[config.mk]
export PLATFORM = sky130hd
export DESIGN_NAME = pipe_skid_reg
export DESIGN_NICKNAME = d
export VERILOG_FILES = /design/src/rtl/pipe_pkg.sv /design/src/rtl/pipe_sat_counter.sv /design/src/rtl/pipe_skid_reg.sv
export SDC_FILE = /design/constraint.sdc
export NUM_CORES = 1
export LEC_CHECK = 0
export CAP_MARGIN = 20
export CELL_PAD_IN_SITES_DETAIL_PLACEMENT = 1
export CELL_PAD_IN_SITES_GLOBAL_PLACEMENT = 1
export CORE_ASPECT_RATIO = 1.1
export CORE_UTILIZATION = 38
export CTS_CLUSTER_SIZE = 20
export DETAILED_ROUTE_END_ITERATION = 8
export PLACE_DENSITY = 0.84
export SYNTH_ARGS = -nofsm -noshare
export SYNTH_HDL_FRONTEND = slang
export SYNTH_SLANG_ARGS = --single-unit
[constraint.sdc]
create_clock -name clk -period 1.7 [get_ports clk]
set_input_delay 0.255 -clock clk [delete_from_list [all_inputs] [get_ports clk]]
set_output_delay 0.255 -clock clk [all_outputs]
set_load 0.02 [all_outputs]
[src/rtl/pipe_pkg.sv]
// ----------------------------------------------------------------------------
// pipe_pkg
// Shared types and default widths for the pipeline stage registers.
//   pipe_state_t : occupancy of a skid-buffered stage (EMPTY / ONE / TWO)
//   PIPE_CTRL_W  : default control-field width (WB_EN, MEM_R_EN, MEM_W_EN)
//   PIPE_DATA_W  : default payload width (PC, ALU result, store value, dest)
//   PIPE_CNT_W   : default stall-counter width
// ----------------------------------------------------------------------------
package pipe_pkg;

    localparam int PIPE_CTRL_W = 3;
    localparam int PIPE_DATA_W = 101;
    localparam int PIPE_CNT_W  = 16;

    // ONE: only the main entry is full. TWO: main and skid entries are full.
    typedef enum logic [1:0] {
        EMPTY = 2'd0,
        ONE   = 2'd1,
        TWO   = 2'd2
    } pipe_state_t;

endpackage : pipe_pkg

[src/rtl/pipe_sat_counter.sv]
// ----------------------------------------------------------------------------
// pipe_sat_counter
// Saturating event counter, cleared only by reset.
//   clk   : rising-edge clock
//   rst   : asynchronous active-low reset
//   inc_i : count one event this cycle
//   cnt_o : current count, sticks at 2^CNT_W-1
// ----------------------------------------------------------------------------
module pipe_sat_counter #(
    parameter int CNT_W = 16
) (
    input  logic             clk,
    input  logic             rst,
    input  logic             inc_i,
    output logic [CNT_W-1:0] cnt_o
);

    logic [CNT_W-1:0] cnt_q;

    // NOTE: registers are written with non-blocking assignments so every flop
    // samples pre-edge values regardless of block evaluation order.
    always_ff @(posedge clk or negedge rst) begin
        if (!rst) begin
            cnt_q <= '0;
        end else if (inc_i && (cnt_q != {CNT_W{1'b1}})) begin
            cnt_q <= cnt_q + CNT_W'(1);
        end
    end

    assign cnt_o = cnt_q;

endmodule : pipe_sat_counter

[src/rtl/pipe_skid_reg.sv]
// ----------------------------------------------------------------------------
// pipe_skid_reg
// Pipeline-stage register with a 2-entry skid buffer between two stages.
// in_ready is a function of registered state plus freeze/flush only, never of
// out_ready, so backpressure does not form a combinational path upstream.
//   clk, rst            : clock, asynchronous active-low reset
//   freeze              : hold state, entries and stall counter; no transfers
//   flush               : drop all held entries (beats freeze)
//   in_valid / in_ready : upstream handshake, in_ctrl / in_data payload
//   out_valid/out_ready : downstream handshake, out_ctrl / out_data payload
//   stall_cnt           : saturating count of out_valid & !out_ready & !freeze
// ----------------------------------------------------------------------------
module pipe_skid_reg
    import pipe_pkg::*;
#(
    parameter int CTRL_W = PIPE_CTRL_W,
    parameter int DATA_W = PIPE_DATA_W,
    parameter int CNT_W  = PIPE_CNT_W
) (
    input  logic              clk,
    input  logic              rst,
    input  logic              freeze,
    input  logic              flush,
    input  logic              in_valid,
    output logic              in_ready,
    input  logic [CTRL_W-1:0] in_ctrl,
    input  logic [DATA_W-1:0] in_data,
    output logic              out_valid,
    input  logic              out_ready,
    output logic [CTRL_W-1:0] out_ctrl,
    output logic [DATA_W-1:0] out_data,
    output logic [CNT_W-1:0]  stall_cnt
);

    localparam int ENTRY_W = CTRL_W + DATA_W;

    pipe_state_t        state_q, state_d;
    logic [ENTRY_W-1:0] main_q, main_d;   // {ctrl, data}, drives the outputs
    logic [ENTRY_W-1:0] skid_q, skid_d;   // {ctrl, data}, older than any later input
    logic               acc;
    logic               deq;

    // rst is folded in so upstream sees no acceptance while reset is held.
    assign in_ready  = rst && (state_q != TWO) && !freeze && !flush;
    assign out_valid = (state_q != EMPTY);

    assign acc = in_valid && in_ready;
    assign deq = out_valid && out_ready && !freeze;

    // NOTE: every always_comb output gets a default first; a path that leaves
    // one unassigned would infer a latch.
    always_comb begin
        state_d = state_q;
        main_d  = main_q;
        skid_d  = skid_q;
        if (flush) begin
            state_d = EMPTY;
        end else if (!freeze) begin
            unique case (state_q)
                EMPTY: begin
                    if (acc) begin
                        state_d = ONE;
                        main_d  = {in_ctrl, in_data};
                    end
                end
                ONE: begin
                    if (acc && deq) begin
                        main_d = {in_ctrl, in_data};
                    end else if (acc) begin
                        state_d = TWO;
                        skid_d  = {in_ctrl, in_data};
                    end else if (deq) begin
                        state_d = EMPTY;
                    end
                end
                TWO: begin
                    // in_ready is low here, so only a dequeue can move us.
                    if (deq) begin
                        state_d = ONE;
                        main_d  = skid_q;
                    end
                end
                default: state_d = EMPTY;
            endcase
        end
    end

    always_ff @(posedge clk or negedge rst) begin
        if (!rst) begin
            state_q <= EMPTY;
            main_q  <= '0;
            skid_q  <= '0;
        end else begin
            state_q <= state_d;
            main_q  <= main_d;
            skid_q  <= skid_d;
        end
    end

    // Stale main contents are masked so no control bit leaks on a bubble.
    assign out_ctrl = main_q[ENTRY_W-1:DATA_W] & {CTRL_W{out_valid}};
    assign out_data = main_q[DATA_W-1:0];

    pipe_sat_counter #(
        .CNT_W (CNT_W)
    ) u_stall_cnt (
        .clk   (clk),
        .rst   (rst),
        .inc_i (out_valid && !out_ready && !freeze),
        .cnt_o (stall_cnt)
    );

endmodule : pipe_skid_reg

# == After elaboration in Yosys (flattened, before gate mapping) ==
# Index checks and enable logic that the tools add are counted.
# W data, S select, Z words.
# word_totals
output_inout_bits,122
reg_bits,226
in_bits,110
# op_classes
n_bitwise,4
addsub,1
n_mux,12
eq_ne,12
reduce_logical,19
# op_table
operator,n
$mux W104,3
$pmux W104 S3,1
$add A16 B1 Y16 const B,1
$ne A16 B16 Y1 const B,1
$mux W2,7
$logic_and A1 B1 Y1,10
$reduce_and A5 Y1,2
$ne A3 B3 Y1 const B,3
$ne A2 B2 Y1 const B,4
$pmux W2 S3,1
$reduce_and A6 Y1,1
$ne A4 B4 Y1 const B,1
$and A3 B3 Y3,1
$logic_not A1 Y1,3
$not A1 Y1,3
$reduce_bool A3 Y1,1
$eq A2 B1 Y1 const B,1
$eq A2 B2 Y1 const B,1
$logic_not A2 Y1,1
$ne A2 B1 Y1 const B,1
$reduce_bool A2 Y1,1

# == Logic depth before layout (Yosys ltp) ==
# Gate-level depths: netlist (run 1).
# logic_depth
depth_word,10
depth_mapped,8

# == By module ==
# A second synthesis (run 1) with hierarchy kept.
# hier_totals
cells_unflattened,754
hier_area_um2,10968.0
# by_module_without_submodules
module,area_per_inst_um2,instances,seq_area_each_um2,cells_each
pipe_skid_reg,10108.4,1,5255.0,682
pipe_sat_counter,859.6,1,400.4,72

# == Worst setup path before layout (run 1) ==
# Ideal clock, no wire load.
# synth_timing
path_type,register to output
start,register state_q[1]
end,output port in_ready
path_slack_ns,-0.337
stages_incl_launch_ff,6
arrival_time_ns,1.782
n_path_buf,3
cell_sequence,dfrtp_1 > nor2b_1 > buf_2 > buf_2 > buf_2 > nor4b_1
# synth_via
elab_chain_cells,4
# synth_rtl
item,line_no,text
from (decl),pipe_skid_reg.sv:37,"pipe_state_t state_q, state_d;"
from (signal assigned),pipe_skid_reg.sv:94,state_q <= state_d;
$ne A2 B2 Y1,pipe_skid_reg.sv:44,assign in_ready = rst && (state_q != TWO) && !freeze && !flush;
$logic_and A1 B1 Y1 (3 in a row),pipe_skid_reg.sv:44,
to (decl),pipe_skid_reg.sv:25,"output logic in_ready,"
# No other way between the ends.

# == Worst setup path in the final report (run 1) ==
# layout_timing
start,register state_q[1]
end,register main_q[37]
# layout_via
elab_chain_cells,8
elab_cells_between_ends,18
classes_between,eq/ne: 6; mux: 1; reduce/logical: 11
# layout_rtl
item,line_no,text
$ne A2 B2 Y1,pipe_skid_reg.sv:44,
$logic_and A1 B1 Y1 (3 in a row),pipe_skid_reg.sv:44,
$logic_and A1 B1 Y1,pipe_skid_reg.sv:47,assign acc = in_valid && in_ready;
$logic_and A1 B1 Y1,pipe_skid_reg.sv:67,if (acc && deq) begin
$ne A2 B2 Y1 (no source line),-,
$reduce_and A6 Y1 (no source line),-,
to (signal assigned),pipe_skid_reg.sv:95,main_q <= main_d;
to (decl),pipe_skid_reg.sv:38,"logic [ENTRY_W-1:0] main_q, main_d;"
# Parallel ways exist; a longest one is shown, timed or not.
# A chain may end at the register's enable or synchronous reset.

==> results of run 1 <==
## worst reg2reg max path: stages, from the launching register on
cell and delay (ns):
sky130_fd_sc_hd__dfrtp_1 0.43, sky130_fd_sc_hd__nor2b_4 0.28, sky130_fd_sc_hd__nand2_2 0.08, sky130_fd_sc_hd__a211o_4 0.43, sky130_fd_sc_hd__clkbuf_16 0.26, sky130_fd_sc_hd__mux2_4 0.32
## power by group through the flow
stage	clock network (W)	registers (W)	logic (W)
2_1_floorplan	0	0.00638	0.00217
3_3_place_gp	0	0.00642	0.00315
3_5_place_dp	0	0.00645	0.00324
4_1_cts	0.00579	0.00635	0.00290
5_1_grt	0.00599	0.00644	0.00312
6_report	0.00563	0.00637	0.00293
## synthesized netlist by cell type
library cell,number
sky130_fd_sc_hd__nor4b_1,1
sky130_fd_sc_hd__and4bb_2,1
sky130_fd_sc_hd__mux2_2,253
sky130_fd_sc_hd__buf_2,18
sky130_fd_sc_hd__nor4_1,5
sky130_fd_sc_hd__o211ai_1,1
sky130_fd_sc_hd__nor3b_1,2
sky130_fd_sc_hd__nand3b_1,1
sky130_fd_sc_hd__o21ai_0,1
sky130_fd_sc_hd__nor2b_1,5
sky130_fd_sc_hd__nand3_1,2
sky130_fd_sc_hd__dfrtp_1,226
sky130_fd_sc_hd__and4_1,1
sky130_fd_sc_hd__ha_1,1
sky130_fd_sc_hd__a21oi_1,2
sky130_fd_sc_hd__clkbuf_1,9
sky130_fd_sc_hd__buf_4,101
sky130_fd_sc_hd__nand4_1,4
sky130_fd_sc_hd__xor2_1,15
sky130_fd_sc_hd__and3_1,3
sky130_fd_sc_hd__or3_1,1
sky130_fd_sc_hd__buf_6,7
sky130_fd_sc_hd__a211o_1,1
sky130_fd_sc_hd__nor3_1,9
sky130_fd_sc_hd__nor2_1,4
sky130_fd_sc_hd__a31oi_1,1
sky130_fd_sc_hd__mux2_4,60
sky130_fd_sc_hd__nand2b_1,1
sky130_fd_sc_hd__nand2_1,9
sky130_fd_sc_hd__inv_1,1
sky130_fd_sc_hd__buf_1,4
sky130_fd_sc_hd__and2_1,1
sky130_fd_sc_hd__nor4bb_1,1
## path summary, 6_finish.rpt
check,start,to
worst max-delay path,state_q[1],main_q[37]
worst min-delay path,in_data[21],skid_q[21]
worst max register to register,state_q[1],main_q[37]
worst min register to register,u_stall_cnt.cnt_o[7],u_stall_cnt.cnt_o[7]
max in group asynchronous,rst,main_q[89]
min in group asynchronous,rst,main_q[52]
## through the flow
step	setup slack [ns]	hold slack (ns)	TNS, ns	total power, W	std cells
6_report	-0.217	0.370	-28.88	0.0149	1340
5_1_grt	-0.275	0.361	-41.56	0.0155	1340
4_1_cts	-0.183	0.348	-24.94	0.0150	1309
3_5_place_dp	-0.550	0.430	-103.63	0.00968	1257
3_3_place_gp	-0.514	0.430	-95.79	0.00956	1257
2_1_floorplan	-0.101	-0.0406	-8.00	0.00855	752
## sequential cells by signal (all words and copies together), names as in the netlist
signal,count
main_q,104
skid_q,104
u_stall_cnt.cnt_o,16
state_q,2
## logic make-up (layout without fill, tap and decap cells)
| group | count (synthesis) | count (layout) | synth area share (%) |
|---|---|---|---|
| muxes | 313 | 313 | 34.5 |
| DFF | 226 | 226 | 52.1 |
| buffers and inverters | 140 | 364 | 9.02 |
| and+or+nand+nor | 51 | 51 | 2.68 |
| xor gates and xnor gates | 15 | 15 | 1.21 |
| AOI/OAI and AO/OA | 6 | 6 | 0.346 |
| adders and majority gates | 1 | 1 | 0.115 |
| other | 0 | 1 | 0 |
## area by class of cell
cell class / count / share of cell area [%]
repair buffers: 316 / 23.2
inverters: 1 / 0.0251
clock inverters: 9 / 0.494
well taps: 363 / 3.04
clock buffers: 38 / 5.33
multi-input cells: 386 / 30.0
diodes: 1 / 0.0167
flip-flops and latches: 226 / 37.9
## routing by layer
layer,vias up,global-route usage (%),wire length [µm]
met2,186,30.7,15900
met5,-,0,13
met3,56,4.46,1560
met1,3447,21.8,11900
met4,2,5.30,816
li1,2969,-,-
## repair_timing
item	CTS	global route
hold buffers	1	0
gates resized for setup	153	71
pin swaps	0	8
buffers inserted	3	6
endpoints found under the setup margin	231	222
cloned	1	26
hold endpoints to repair	79	0
==> load_flow_metrics.sql, run 1 <==
INSERT INTO impl_metrics (metric_group, metric, value, unit) VALUES
('floorplanning', 'io_pins', '232', ''),
('job', 'number_of_maximum_capacitance_violations', '0', ''),
('cells_and_area', 'fillCellCount', '2702', ''),
('power', 'clkPwrFrac', '37.7', '%'),
('detailed_routing', 'residual_antenna_violating_net_count_after_detailed_routing', '0', ''),
('critical_path', 'end_kind', 'flop', ''),
('detailed_routing', 'drt-total-wl', '30200', 'µm'),
('sta', 'setup_ws', '-0.217', 'ns'),
('critical_path', 'max_stage_delay', '0.43', 'ns'),
('logic_synthesis', 'postSynthAreaPerCell', '14.4', 'µm²'),
('critical_path', 'crit_path_top_delay_cell', 'sky130_fd_sc_hd__dfrtp_1', ''),
('floorplanning', 'fp.coreArea', '27900', 'µm²'),
('critical_path', 'crit_path_start_kind', 'flop', ''),
('place', 'dpl_cell_area', '13300', 'µm²'),
('cells_and_area', 'num-nets-final', '1069', ''),
('cells_and_area', 'most-common-layout-cells', 'sky130_fd_sc_hd__mux2_2 (227), sky130_fd_sc_hd__dfrtp_1 (223), sky130_fd_sc_hd__dlygate4sd2_1 (117)', ''),
('critical_path', 'r2r.worst_path.cells', '5', ''),
('critical_path', 'crit_buf_inv', '1', ''),
('sta', 'period_minus_slack', '1.92', 'ns'),
('clock_network', 'cts-htree-levels', '1', ''),
('floorplanning', 'die_area', '29300', 'µm²'),
('clock_network', 'clock_insertion_delay_worst_skew', '0.53', 'ns'),
('cells_and_area', 'multi_input_comb_area', '4490', 'µm²'),
('critical_path', 'cp_data_required_time', '2.10', 'ns'),
('logic_synthesis', 'mappedNetlistArea', '10900', 'µm²'),
('detailed_routing', 'route.detailed.wl_per_inst', '22.6', 'µm'),
('critical_path', 'crit_cells', '5', ''),
('logic_synthesis', 'post-synth-top-area-fraction', '52.1', '%'),
('logic_synthesis', 'ys_ff_latch', '226', ''),
('power', 'static-leakage-power', '7.51', 'nW'),
('power', 'p_comb_share', '19.6', '%'),
('logic_synthesis', 'synthesis.yosys.warnings', '0', ''),
('critical_path', 'criticalPathCategory', 'flop to flop', ''),
('logic_synthesis', 'mappedNetlistNets', '863', ''),
('critical_path', 'cp.arrival', '2.32', 'ns'),
('global_routing', 'antenna_violations_before_repair', '2', ''),
('status', 'failing_checks', 'setup timing', ''),
('critical_path', 'path_delay_family', 'flip-flops', ''),
('logic_synthesis', 'netlist-cell-type-count', '33', ''),
('status', 'outcome', 'complete, but fails checks', ''),
('sta', 'timing.max_slew.rel_slack', '60.2', '%'),
('worst_hold_path', 'whs_path_depth', '2', ''),
('clock_network', 'clkSlewWorstSetupHoldPaths', '0.06', 'ns'),
('power', 'p_per_area', '998', 'nW/µm²'),
('critical_path', 'worstPathCellList', 'nor2b_4 -> nand2_2 -> a211o_4 -> clkbuf_16 -> mux2_4', ''),
('cells_and_area', 'area_growth_syn_to_layout', '37.7', '%'),
('place', 'dp.final_hpwl', '16800', 'µm'),
('global_routing', 'grt_first_pass_wirelength', '40700', 'µm'),
('place', 'finalWeightedCongestion', '0.769', ''),
('critical_path', 'rrSetupSlack', '-0.22', 'ns'),
('detailed_routing', 'drt_first_iter_violations', '274', ''),
('sta', 'drv_slew', '0', ''),
('place', 'port_buffers', '231', ''),
('worst_hold_path', 'holdCritPathClass', 'primary input to flop', ''),
('clock_network', 'clock-root-buffer', 'sky130_fd_sc_hd__clkbuf_16', ''),
('floorplanning', 'die-width', '163', 'µm'),
('sta', 'rsz0062_at_grt', 'yes', ''),
('sta', 'timing.final.setup_violations', '215', ''),
('detailed_routing', 'vias_per_cell', '4.97', ''),
('floorplanning', 'fp.dieH', '179', 'µm'),
('clock_network', 'tritoncts_num_sinks', '226', ''),
('cells_and_area', 'final_layout_size_suffix_gt1_share', '48.4', '%'),
('logic_synthesis', 'synth_top_area_cell', 'sky130_fd_sc_hd__dfrtp_1', ''),
('cells_and_area', 'design_area', '15000', 'µm²'),
('global_routing', 'grt_max_degree', '103', ''),
('clock_network', 'cts-buffers-inserted', '27', ''),
('global_routing', 'grt.total_usage', '17.8', '%'),
('sta', 'max_freq', '0.522', 'GHz'),
('sta', 'report.final.hold_viol_count', '0', ''),
('detailed_routing', 'number_of_detailed_routing_iterations_run_before_antenna_repair', '4', ''),
('power', 'sequentialPowerShare', '42.7', '%');
Power figures use the tool's default switching activity.
==> inputs of run 2 (changes only) <==
--- a/config.mk
+++ b/config.mk
@@ -8,11 +8,12 @@
 export CAP_MARGIN = 20
 export CELL_PAD_IN_SITES_DETAIL_PLACEMENT = 1
 export CELL_PAD_IN_SITES_GLOBAL_PLACEMENT = 1
-export CORE_ASPECT_RATIO = 1.1
-export CORE_UTILIZATION = 38
+export CORE_ASPECT_RATIO = 1.25
+export CORE_UTILIZATION = 47
 export CTS_CLUSTER_SIZE = 20
 export DETAILED_ROUTE_END_ITERATION = 8
-export PLACE_DENSITY = 0.84
+export DONT_BUFFER_PORTS = 1
+export PLACE_DENSITY = 0.83
 export SYNTH_ARGS = -nofsm -noshare
 export SYNTH_HDL_FRONTEND = slang
 export SYNTH_SLANG_ARGS = --single-unit
==> run 2 against run 1 <==
  * The flow finishes with violations (hold timing, setup timing)
  * Worst setup slack worse by 0.014 ns
  * Register-to-register slack hardly changed
  * Global-route usage is 6.6 points higher
  * Critical path type unchanged
  * Combinational power is 52% lower
==> load_flow_metrics.sql, run 2 (synthesis results as in run 1) <==
INSERT INTO impl_metrics (metric_group, metric, value, unit) VALUES
('cells_and_area', 'fillCellCount', '1989', ''),
('cells_and_area', 'multi_input_comb_area', '4430', 'µm²'),
('sta', 'period_minus_slack', '1.93', 'ns'),
('critical_path', 'crit_path_top_delay_cell', 'sky130_fd_sc_hd__dfrtp_2', ''),
('floorplanning', 'die_area', '23700', 'µm²'),
('clock_network', 'cts-buffers-inserted', '25', ''),
('global_routing', 'grt.total_usage', '24.5', '%'),
('sta', 'timing.max_slew.rel_slack', '77.0', '%'),
('power', 'ir_worst_vdd', '0.994', 'mV'),
('sta', 'max_freq', '0.518', 'GHz'),
('critical_path', 'max_stage_delay', '0.44', 'ns'),
('cells_and_area', 'ff_latch_area', '5660', 'µm²'),
('detailed_routing', 'drt_first_iter_violations', '184', ''),
('global_routing', 'antenna_violations_before_repair', '0', ''),
('place', 'finalWeightedCongestion', '0.788', ''),
('sta', 'worst_pin_slew', '0.342', 'ns'),
('sta', 'final_min_period_over_clock_period', '114', '%'),
('floorplanning', 'io_pins', '232', ''),
('sta', 'final.setup_skew', '0.00859', 'ns'),
('sta', 'setup_ws', '-0.231', 'ns'),
('job', 'number_of_maximum_capacitance_violations', '0', ''),
('global_routing', 'overflow', '0', ''),
('critical_path', 'cp_data_required_time', '2.09', 'ns'),
('clock_network', 'cts_tree', 'built', ''),
('floorplanning', 'fp.dieH', '172', 'µm'),
('detailed_routing', 'drt_drc_violations_left', '0', ''),
('power', 'total_power', '0.0137', 'W'),
('critical_path', 'path_delay_family', 'flip-flops', ''),
('detailed_routing', 'met2WireLength', '16000', 'µm'),
('floorplanning', 'die-width', '138', 'µm'),
('cells_and_area', 'total_inserted_antenna_cells', '0', ''),
('detailed_routing', 'number_of_detailed_routing_iterations_run_before_antenna_repair', '6', ''),
('detailed_routing', 'drt-total-wl', '30300', 'µm'),
('place', 'port_buffers', '0', ''),
('global_routing', 'grt_first_pass_wirelength', '43700', 'µm'),
('critical_path', 'cp.arrival', '2.32', 'ns'),
('status', 'outcome', 'complete, but fails checks', ''),
('detailed_routing', 'vias_per_cell', '5.59', ''),
('critical_path', 'crit_fanout', '38', ''),
('clock_network', 'clkSlewWorstSetupHoldPaths', '0.06', 'ns'),
('global_routing', 'grt_max_degree', '229', ''),
('worst_hold_path', 'holdCritPathClass', 'primary input to asynchronous set/reset pin', ''),
('sta', 'hold_slack', '-0.560', 'ns'),
('floorplanning', 'floorplan.initialDensity', '48.4', '%'),
('sta', 'drv_slew', '0', ''),
('place', 'dp.final_hpwl', '15800', 'µm'),
('critical_path', 'end_kind', 'flop', ''),
('power', 'static-leakage-power', '6.50', 'nW'),
('clock_network', 'cts-htree-levels', '1', ''),
('place', 'placed_cells', '944', ''),
('clock_network', 'tritoncts_num_sinks', '226', ''),
('sta', 'totalNegativeSetupSlack', '-24.29', 'ns'),
('global_routing', 'grt_pass1_vias', '7327', ''),
('detailed_routing', 'residual_antenna_violating_net_count_after_detailed_routing', '0', ''),
('critical_path', 'crit_buf_inv', '2', ''),
('critical_path', 'crit_cells', '5', ''),
('critical_path', 'r2r.worst_path.cells', '5', ''),
('detailed_routing', 'detail_route.wirelength.met1', '11400', 'µm'),
('clock_network', 'clock_insertion_delay_worst_skew', '0.51', 'ns'),
('critical_path', 'criticalPathCategory', 'flop to flop', ''),
('detailed_routing', 'route.detailed.wl_per_inst', '27.0', 'µm'),
('cells_and_area', 'commonest_non_fill_non_tap_cell_in_the_layout', 'sky130_fd_sc_hd__mux2_2', ''),
('clock_network', 'clock-root-buffer', 'sky130_fd_sc_hd__clkbuf_16', ''),
('sta', 'report.final.hold_viol_count', '226', ''),
('sta', 'timing.final.setup_violations', '208', ''),
('clock_network', 'cts_hold_buf', '107', ''),
('critical_path', 'crit_path_start_kind', 'flop', ''),
('cells_and_area', 'post-route-util', '59.3', '%'),
('cells_and_area', 'final_layout_size_suffix_gt1_share', '53.9', '%'),
('detailed_routing', 'top_layer', 'met4', ''),
('critical_path', 'worstPathCellList', 'buf_4 -> nand3b_1 -> a211o_4 -> buf_12 -> mux2_2', ''),
('cells_and_area', 'num-nets-final', '934', ''),
('status', 'failing_checks', 'hold timing, setup timing', ''),
('detailed_routing', 'met3RoutedLength', '2130', 'µm'),
('detailed_routing', 'num_vias', '6266', ''),
('cells_and_area', 'most-common-layout-cells', 'sky130_fd_sc_hd__mux2_2 (252), sky130_fd_sc_hd__dfrtp_1 (222), sky130_fd_sc_hd__dlygate4sd3_1 (107)', ''),
('clock_network', 'cts-root-to-sink-buffers', '3', ''),
('sta', 'rsz0062_at_grt', 'yes', ''),
('power', 'p_per_area', '1030', 'nW/µm²'),
('floorplanning', 'fp.coreArea', '22400', 'µm²'),
('cells_and_area', 'area_growth_syn_to_layout', '22.6', '%'),
('cells_and_area', 'layoutNonFillerInstCount', '1120', ''),
('place', 'dp_worst_setup_slack', '-0.136', 'ns'),
('floorplanning', 'fp-row-count', '61', '');
-- run 2: layout make-up --
| cell class | instances | area share, % |
|---|---|---|
| clock buffers | 40 | 5.80 |
| inverters | 1 | 0.0282 |
| multi-input cells | 386 | 33.3 |
| repair buffers | 183 | 15.6 |
| flip-flops and latches | 226 | 42.5 |
| well taps | 283 | 2.66 |
| clock inverters | 1 | 0.0376 |
-- run 2: worst paths after layout --
kind / start / endpoint / slack [ns]
max reg2reg: state_q[1] / main_q[74] / -0.23
max: state_q[1] / main_q[74] / -0.23
max in group asynchronous: rst / skid_q[88] / 1.94
min in group clk: in_data[35] / main_q[35] / 0.02
min: rst / u_stall_cnt.cnt_o[15] / -0.56
min reg2reg: skid_q[69] / skid_q[69] / 0.50
-- run 2: power breakdown --
group / switching [W] / total (W) / internal, W
Sequential: 0.00114 / 0.00712 / 0.00599
Combinational: 0.000463 / 0.00142 / 0.000955
Clock: 0.00212 / 0.00519 / 0.00307
Total: 0.00372 / 0.0137 / 0.0100
-- run 2: metal layers --
layer	GRT usage [%]	vias to the layer above
met4	7.47	0
met2	44.5	236
met1	27.7	3285
met5	0	-
li1	-	2680
met3	6.22	65
-- run 2: per-stage QoR --
step	hold WS [ns]	cell area (µm²)
after floorplan	-0.0406	11000
after global placement	-0.0355	10800
after detailed placement	-0.0335	10800
after CTS	-0.588	13100
after global routing	-0.584	13300
final	-0.560	13300
-- run 2: repair_timing --
item,in CTS,in global routing
gates cloned,7,5
endpoints found under the hold margin,342,226
resized for setup,28,19
setup endpoints to repair,184,227
pin swaps,5,11
setup buffers,10,6
==> inputs of run 3 (changes only) <==
--- a/config.mk
+++ b/config.mk
@@ -9,11 +9,12 @@
 export CELL_PAD_IN_SITES_DETAIL_PLACEMENT = 1
 export CELL_PAD_IN_SITES_GLOBAL_PLACEMENT = 1
 export CORE_ASPECT_RATIO = 1.25
-export CORE_UTILIZATION = 47
+export CORE_UTILIZATION = 49
+export CTS_BUF_LIST = sky130_fd_sc_hd__clkbuf_8
 export CTS_CLUSTER_SIZE = 20
 export DETAILED_ROUTE_END_ITERATION = 8
 export DONT_BUFFER_PORTS = 1
-export PLACE_DENSITY = 0.83
+export PLACE_DENSITY = 0.86
 export SYNTH_ARGS = -nofsm -noshare
 export SYNTH_HDL_FRONTEND = slang
 export SYNTH_SLANG_ARGS = --single-unit
==> run 3 against run 2 <==
  * The run still ends with hold timing, setup timing left
  * Register-to-register slack got worse by 0.09 ns
  * Clock power is 3% higher
  * Clock skew is 0.013 ns higher
  * Worst hold slack worse by 0.014 ns
  * Global-route usage is 1.9 points higher
  * Cell count up 2.1%
  * Flip-flop and latch count is the same
  * First-iteration DRC count rose by 26%
  * Clock-buffer cell count grew 17
  * Worst setup slack lost 0.087 ns
  * Final area increased by 0.72%
  * Critical endpoint is now main_q[15]
  * Largest power group unchanged
  * Highest routed layer unchanged
==> load_flow_metrics.sql, run 3 (synthesis results as in run 1) <==
INSERT INTO impl_metrics (metric_group, metric, value, unit) VALUES
('status', 'outcome', 'complete, but fails checks', ''),
('status', 'failing_checks', 'hold timing, setup timing', ''),
('clock_network', 'clock_insertion_delay_worst_skew', '0.51', 'ns'),
('critical_path', 'max_stage_delay', '0.42', 'ns'),
('sta', 'max_freq', '0.496', 'GHz'),
('clock_network', 'clock-root-buffer', 'sky130_fd_sc_hd__clkbuf_8', ''),
('place', 'dp.final_hpwl', '15700', 'µm'),
('sta', 'report.final.hold_viol_count', '226', ''),
('place', 'dp_worst_setup_slack', '-0.241', 'ns'),
('clock_network', 'clkSlewWorstSetupHoldPaths', '0.06', 'ns'),
('cells_and_area', 'fillCellCount', '1946', ''),
('sta', 'setup_ws', '-0.317', 'ns'),
('critical_path', 'worstPathCellList', 'buf_4 -> nand3b_1 -> a211o_4 -> buf_12 -> buf_16 -> mux2_4', ''),
('detailed_routing', 'drt-total-wl', '31600', 'µm'),
('critical_path', 'criticalPathCategory', 'flop to flop', ''),
('cells_and_area', 'post-route-util', '62.0', '%'),
('floorplanning', 'fp.coreArea', '21600', 'µm²'),
('critical_path', 'r2r.worst_path.cells', '6', ''),
('critical_path', 'critical_path.reg2reg.endpoint', 'main_q[15]', ''),
('floorplanning', 'io_pins', '232', ''),
('global_routing', 'antenna_violations_before_repair', '0', ''),
('clock_network', 'cts_tree', 'built', ''),
('power', 'ir_worst_vdd', '0.668', 'mV'),
('power', 'total_power', '0.0140', 'W'),
('global_routing', 'overflow', '0', ''),
('critical_path', 'cp.arrival', '2.40', 'ns'),
('power', 'p_per_area', '1040', 'nW/µm²'),
('clock_network', 'cts-buffers-inserted', '38', ''),
('sta', 'hold_slack', '-0.575', 'ns'),
('detailed_routing', 'vias_per_cell', '5.61', ''),
('critical_path', 'rrSetupSlack', '-0.32', 'ns'),
('critical_path', 'r2r-start', 'state_q[1]', ''),
('global_routing', 'grt_pass1_vias', '7641', ''),
('critical_path', 'crit_fanout', '9', ''),
('floorplanning', 'fp-row-count', '60', ''),
('clock_network', 'cts-root-to-sink-buffers', '3', ''),
('place', 'finalWeightedCongestion', '0.776', ''),
('detailed_routing', 'route.detailed.wl_per_inst', '27.6', 'µm'),
('sta', 'timing.final.setup_violations', '166', ''),
('global_routing', 'grt_max_degree', '229', ''),
('clock_network', 'cts-htree-levels', '2', ''),
('floorplanning', 'fp.dieH', '168', 'µm'),
('detailed_routing', 'number_of_detailed_routing_iterations_run_before_antenna_repair', '4', ''),
('sta', 'timing.max_slew.rel_slack', '63.4', '%'),
('detailed_routing', 'drt_first_iter_violations', '231', ''),
('sta', 'rsz0062_at_grt', 'yes', ''),
('detailed_routing', 'residual_antenna_violating_net_count_after_detailed_routing', '0', ''),
('sta', 'drv_slew', '0', ''),
('job', 'number_of_maximum_capacitance_violations', '0', ''),
('cells_and_area', 'total_inserted_antenna_cells', '0', ''),
('critical_path', 'cp_data_required_time', '2.08', 'ns'),
('critical_path', 'crit_buf_inv', '3', ''),
('worst_hold_path', 'holdCritPathClass', 'primary input to asynchronous set/reset pin', ''),
('floorplanning', 'die_area', '22800', 'µm²'),
('detailed_routing', 'num_vias', '6414', ''),
('cells_and_area', 'commonest_non_fill_non_tap_cell_in_the_layout', 'sky130_fd_sc_hd__mux2_2', ''),
('cells_and_area', 'most-common-layout-cells', 'sky130_fd_sc_hd__mux2_2 (252), sky130_fd_sc_hd__dfrtp_1 (222), sky130_fd_sc_hd__dlygate4sd3_1 (107)', ''),
('sta', 'worst_pin_slew', '0.546', 'ns'),
('clock_network', 'tritoncts_num_sinks', '226', ''),
('detailed_routing', 'drt_drc_violations_left', '0', ''),
('cells_and_area', 'design_area', '13400', 'µm²'),
('place', 'dpl_cell_area', '10800', 'µm²'),
('cells_and_area', 'area_growth_syn_to_layout', '23.5', '%'),
('power', 'static-leakage-power', '6.54', 'nW'),
('critical_path', 'crit_path_top_delay_cell', 'sky130_fd_sc_hd__dfrtp_2', ''),
('critical_path', 'path_delay_family', 'buffers and inverters', ''),
('sta', 'totalNegativeSetupSlack', '-30.00', 'ns'),
('sta', 'period_minus_slack', '2.02', 'ns'),
('sta', 'final.setup_skew', '0.0214', 'ns'),
('cells_and_area', 'num-nets-final', '948', ''),
('critical_path', 'end_kind', 'flop', ''),
('global_routing', 'grt_first_pass_wirelength', '45300', 'µm'),
('cells_and_area', 'final_layout_size_suffix_gt1_share', '55.5', '%'),
('floorplanning', 'floorplan.initialDensity', '50.2', '%'),
('clock_network', 'cts_hold_buf', '107', ''),
('global_routing', 'grt.total_usage', '26.4', '%'),
('floorplanning', 'die-width', '135', 'µm'),
('critical_path', 'crit_path_start_kind', 'flop', ''),
('sta', 'final_min_period_over_clock_period', '119', '%'),
('place', 'port_buffers', '0', '');
run 3: per-stage QoR:
step           instances  hold slack, ns
2_1_floorplan        752         -0.0406
3_3_place_gp         936         -0.0347
3_5_place_dp         936         -0.0345
4_1_cts             1123          -0.603
5_1_grt             1144          -0.605
6_report            1144          -0.575
run 3: worst max path at each step:
stage	end	from	slack [ns]	cells after the start
2_1_floorplan	main_q[0]	state_q[1]	-0.10	8
3_3_place_gp	u_stall_cnt.cnt_o[0]	u_stall_cnt.cnt_o[0]	-0.13	6
3_5_place_dp	u_stall_cnt.cnt_o[1]	u_stall_cnt.cnt_o[0]	-0.24	5
4_1_cts	in_ready	state_q[1]	-0.29	5
5_1_grt	in_ready	state_q[1]	-0.36	5
6_report	main_q[15]	state_q[1]	-0.32	6
run 3: power breakdown:
| part | switching [W] | total [W] | internal [W] |
|---|---|---|---|
| clock | 0.00228 | 0.00537 | 0.00309 |
| combinational | 0.000509 | 0.00150 | 0.000988 |
| sequential | 0.00115 | 0.00713 | 0.00599 |
| total | 0.00394 | 0.0140 | 0.0101 |
run 3: repair_timing:
action,in CTS,in global routing
pin swaps,1,18
buffers inserted,8,11
endpoints found under the hold margin,399,226
endpoints found under the setup margin,122,226
resized for setup,20,33
cloned,4,11
run 3: layout make-up:
type / count / area (µm²) / area share, %
clock inverter: 11 / 67.6 / 0.504
clock buffer: 57 / 785 / 5.85
tap: 279 / 349 / 2.60
sequential: 226 / 5660 / 42.2
inverter: 1 / 7.51 / 0.0560
multi-input combinational: 387 / 4480 / 33.4
timing repair buffer: 183 / 2050 / 15.3
run 3: worst register-to-register path: cells and delay by family (launching register included):
family	cells	cell delay [ns]
buffers and inverters	3	0.51
AND/OR/NAND/NOR	1	0.22
multiplexers	1	0.32
flip-flops	1	0.42
AO/OA/AOI/OAI	1	0.40
run 3: layer usage:
metal / GRT usage (%) / part of all wire [%]
met1: 28.3 / 36
met2: 48.3 / 54
met3: 7.38 / 6.6
met4: 10.2 / 3.4
met5: 0 / 0
